`config.mk`:
```
export PLATFORM = sky130hd
export DESIGN_NAME = snn_host_tx
export DESIGN_NICKNAME = d
export VERILOG_FILES = /design/src/rtl/snn_pkg.sv /design/src/rtl/snn_host_tx.sv
export SDC_FILE = /design/constraint.sdc
export NUM_CORES = 1
export LEC_CHECK = 0
export BUFFER_PORTS_ARGS = -buffer_cell sky130_fd_sc_hd__buf_2
export CORE_MARGIN = 4
export CORE_UTILIZATION = 40
export DETAILED_ROUTE_END_ITERATION = 7
export GPL_ROUTABILITY_DRIVEN = 0
export PLACE_DENSITY = 0.68
export SLEW_MARGIN = 20
export SYNTH_ARGS = -nofsm -noshare
export SYNTH_HDL_FRONTEND = slang
export SYNTH_SLANG_ARGS = --single-unit
```
`constraint.sdc`:
```
create_clock -name clk -period 3.5 [get_ports clk]
set_input_delay 0.525 -clock clk [delete_from_list [all_inputs] [get_ports clk]]
set_output_delay 0.525 -clock clk [all_outputs]
set_load 0.01 [all_outputs]
```
`src/rtl/snn_pkg.sv`:
```
// Shared types and constants for the SNN host link: FSM states, frame size, ASCII digit range.
package snn_pkg;

  typedef enum logic [2:0] {
    IDLE,
    FETCH,
    SEND,
    WAIT_TX,
    WAIT_RESP
  } state_t;

  localparam int         FRAME_LEN_DEF = 784;
  localparam logic [7:0] ASCII_ZERO    = 8'h30;
  localparam logic [7:0] ASCII_NINE    = 8'h39;

  function automatic logic is_digit(input logic [7:0] b);
    return (b >= ASCII_ZERO) && (b <= ASCII_NINE);
  endfunction

endpackage

```
`src/rtl/snn_host_tx.sv`:
```
// Streams one image frame byte-per-pixel to uart_tx, then waits for the ASCII digit answer from uart_rx.
// Per byte: FETCH, SEND, one guard cycle, then uart byte time; SEND stalls while tx_rdy is low.
module snn_host_tx
  import snn_pkg::*;
#(
  parameter int FRAME_LEN    = FRAME_LEN_DEF,
  parameter int RESP_TIMEOUT = 50_000_000
) (
  input  logic       clk,
  input  logic       rst_n,
  input  logic       start,
  output logic       busy,
  output logic [9:0] pix_addr,
  input  logic       pix_q,
  output logic       tx_start,
  output logic [7:0] tx_data,
  input  logic       tx_rdy,
  input  logic       rx_rdy,
  input  logic [7:0] rx_data,
  output logic [3:0] result,
  output logic       result_vld,
  output logic       err
);

  localparam int          TW        = (RESP_TIMEOUT > 1) ? $clog2(RESP_TIMEOUT) : 1;
  localparam logic [9:0]  LAST_ADDR = 10'(FRAME_LEN - 1);
  localparam logic [TW-1:0] TO_LAST = TW'(RESP_TIMEOUT - 1);

  state_t        state;
  logic          tx_guard;
  logic [TW-1:0] to_cnt;

  always_ff @(posedge clk or negedge rst_n) begin
    if (!rst_n) begin
      state      <= IDLE;
      busy       <= 1'b0;
      pix_addr   <= '0;
      tx_start   <= 1'b0;
      tx_data    <= '0;
      result     <= '0;
      result_vld <= 1'b0;
      err        <= 1'b0;
      tx_guard   <= 1'b0;
      to_cnt     <= '0;
    end else begin
      tx_start   <= 1'b0;
      result_vld <= 1'b0;
      case (state)
        IDLE: begin
          if (start) begin
            pix_addr <= '0;
            err      <= 1'b0;
            busy     <= 1'b1;
            state    <= FETCH;
          end
        end
        FETCH: begin
          tx_data <= {7'b0, pix_q};
          state   <= SEND;
        end
        SEND: begin
          if (tx_rdy) begin
            tx_start <= 1'b1;
            tx_guard <= 1'b1;
            state    <= WAIT_TX;
          end
        end
        WAIT_TX: begin
          // uart_tx may still show idle on the cycle right after tx_start
          if (tx_guard) begin
            tx_guard <= 1'b0;
          end else if (tx_rdy) begin
            if (pix_addr == LAST_ADDR) begin
              to_cnt <= '0;
              state  <= WAIT_RESP;
            end else begin
              pix_addr <= pix_addr + 10'd1;
              state    <= FETCH;
            end
          end
        end
        WAIT_RESP: begin
          if (rx_rdy) begin
            if (is_digit(rx_data)) begin
              // low nibble of ASCII '0'..'9' is the digit itself
              result     <= rx_data[3:0];
              result_vld <= 1'b1;
            end else begin
              err <= 1'b1;
            end
            busy  <= 1'b0;
            state <= IDLE;
          end else if (to_cnt == TO_LAST) begin
            err   <= 1'b1;
            busy  <= 1'b0;
            state <= IDLE;
          end else begin
            to_cnt <= to_cnt + TW'(1);
          end
        end
        default: begin
          busy  <= 1'b0;
          state <= IDLE;
        end
      endcase
    end
  end

endmodule

```
==> impl_metrics.ini <==
[setup_path]
ff2ff_path_depth = 6
cp_top_family = simple AND/OR/NAND/NOR gates
crit_end = to_cnt[11]$_DFFE_PN0P_
end_kind = register
cp.arrival_ns = 2.93
worst-path-buf-inv = 1
cp_max_fo = 18
path_class = register to register
r2r_start = state[2]$_DFFE_PN0P_
crit_cells = 6
regToRegSetupSlack_ns = 0.76
startpoint_type = register
r2r-end = to_cnt[11]$_DFFE_PN0P_
path_cells = or3b_2, nor2_1, o22ai_2, or2_1, clkinv_1, a31oi_1
critPathLaunch = state[2]$_DFFE_PN0P_
required_ns = 3.69
critPathMaxStageDelay_ns = 0.66
slowest_stage = dfrtp_1

[global_routing]
grt_pass1_vias = 2338
grt_overflow = 0
antenna_found_initial = 0
grt_pass1_wl_mm = 11.1
grt_max_degree = 50
grt_usage_pct = 16.1

[yosys]
synthXorXnorAreaFrac_pct = 2.57
ys_top_cells_by_count = dfrtp_1 (49), nor2_1 (24), nand2_1 (20)
ys_warn_count = 0
synthArstFlopShare_pct = 100
synth_edf_count = 0
synthTopCellsByArea = dfrtp_1 (45%), nand3_1 (3.3%), nor2_1 (3.3%), o21ai_0 (3.1%), nand2_1 (2.7%)
synth_top_area_share_pct = 44.9
synth_top_family_by_area = simple AND/OR/NAND/NOR gates
syn-cell-area_um2 = 2730
netlist_instances = 291
ys_types = 53
ys_ff_latch = 49
synthMuxAreaShare_pct = 3.21
yosysTopAreaCell = dfrtp_1
synth_compound_area_share_pct = 16.6
synth_adder_area_share_pct = 0.916
ys_seq_area_share_pct = 44.9
synth.avg_cell_area_um2 = 9.39
synth.most_common_cell = dfrtp_1
synth_ff_type = dfrtp_1
synthSimpleGateAreaFrac_pct = 26.6

[clock_network]
postCtsSetupBuffers = 0
cts_tree = built
cts_max_level = 2
numCtsBuffers = 5
clk_latency_ns = 0.30
ctsHoldBuffers = 0
cts.repair.resized = 0
clk_pin_slew_ns = 0.10
clock_sinks = 49
root_buffer = clkbuf_8
cts.path.max_buffers = 2

[flow_run]
cap_violations = 0

[sta]
worstMarginPinSlew_ns = 0.822
grt_setup_unrepaired = false
setup_viol = 0
finalMaxSlewViolations = 0
finalHoldViolCount = 0
min_period_over_period_pct = 78.3
slew_headroom_pct = 45.0
period_minus_slack_ns = 2.74
fin_setup_tns_ns = 0
finClkSkew_ns = 0.00889
holdWs_ns = 0.218
fmax_mhz = 365

[drt]
wl_mm = 6.40
drt_iter0_markers = 199
wl_per_cell_um = 16.0
vias_per_cell = 5.93
dr.pass1.iters = 5
num_vias = 2365
drtAntennaViolNets = 0
drc = 0

[placed_design]
dp.cells = 391
numPortBuffers = 32
dp_hpwl_mm = 4.56

[layout]
regArea_um2 = 1230
multiInputGateArea_um2 = 1390
layout-drive-gt1-share_pct = 18.0
stdcell_count = 399
n_antenna_cell = 0
areaGrowthSynthToFinish_pct = 11.0
nFillCells = 619
fin_util_pct = 46.7
final_net_count = 337

[die]
coreArea_um2 = 6490
die_w_um = 90.6
start_util_pct = 42.1
placementRows = 29
dieArea_um2 = 8210
die_y_um = 90.6
io_pins = 40

[power_and_ir_drop]
peakVddDrop_uv = 398
finalPower_uw = 1320
p_leak_uw = 0.00131
power.density_nw_per_um2 = 435

[outcome]
status = finished clean

[min_path]
hold_class = input pin to async pin
## flip-flops by register name, summed over array words and instances, names as in the netlist
signal / cells
result: 4
result_vld: 1
busy: 1
to_cnt: 26
state: 3
pix_addr: 10
tx_start: 1
err: 1
tx_data: 1
tx_guard: 1
## area by class of cell
cell class | instances | share of cell area (%)
Tap cell | 77 | 3.18
Timing Repair Buffer | 37 | 6.60
Multi-Input combinational cell | 221 | 45.8
Sequential cell | 49 | 40.4
Inverter | 7 | 0.866
Clock inverter | 3 | 0.866
Clock buffer | 5 | 2.27
## cells in the final DEF (no fill, tap or decap), types with 10 or more instances in the layout
cell type	synthesis	layout
dfrtp_1	49	49
buf_2	2	31
nor2_1	24	24
nand2_1	20	20
nand3_1	18	18
o21ai_0	17	17
nor3_1	10	10
a21oi_1	10	10
a31oi_1	10	10
## worst min path at each step
stage,start,to,slack [ns],cells after the start
finish,rst_n,to_cnt[9]$_DFFE_PN0P_,0.22,1
global route,rst_n,to_cnt[21]$_DFFE_PN0P_,0.27,1
CTS,rst_n,to_cnt[9]$_DFFE_PN0P_,0.26,1
detailed placement,result[3]$_DFFE_PN0P_,result[3]$_DFFE_PN0P_,0.49,1
global placement,result[1]$_DFFE_PN0P_,result[1]$_DFFE_PN0P_,0.48,1
floorplan,rst_n,busy$_DFFE_PN0P_,0.23,0
## worst reg2reg max path: stages, from the launching register on
cell      delay [ns]
dfrtp_1         0.66
or3b_2          0.64
nor2_1          0.30
o22ai_2         0.26
or2_1           0.39
clkinv_1        0.24
a31oi_1         0.13
## where the power goes
| part | switching [µW] | internal (µW) | leakage [µW] |
|---|---|---|---|
| clock network | 207 | 146 | 0.0000423 |
| logic | 142 | 122 | 0.000642 |
| registers | 77.9 | 624 | 0.000628 |
| total | 427 | 892 | 0.00131 |
## routing by layer
layer | part of all wire [%] | up-vias | global-route usage (%)
li1 | - | 1142 | -
met1 | 46 | 1152 | 21.8
met2 | 48 | 67 | 26.3
met3 | 5.7 | 4 | 3.25
met4 | 0.63 | 0 | 4.08
met5 | 0 | - | 0
## stage by stage
| step | setup WS [ns] | instance area, µm² |
|---|---|---|
| 2_1_floorplan | 1.21 | 2750 |
| 3_3_place_gp | 0.889 | 2940 |
| 3_5_place_dp | 0.797 | 2940 |
| 4_1_cts | 0.752 | 3030 |
| 5_1_grt | 0.559 | 3030 |
| 6_report | 0.759 | 3030 |
## cells by family (layout without fill, tap and decap cells)
kind of cell / after synthesis / after routing
buf+inv: 27 / 52
flops: 49 / 49
fa+ha+maj: 2 / 2
simple gates: 128 / 128
xor+xnor: 8 / 8
mux: 8 / 8
compound gates: 68 / 68
other cells: 1 / 7
No activity file was read; power rests on OpenSTA's default activity.
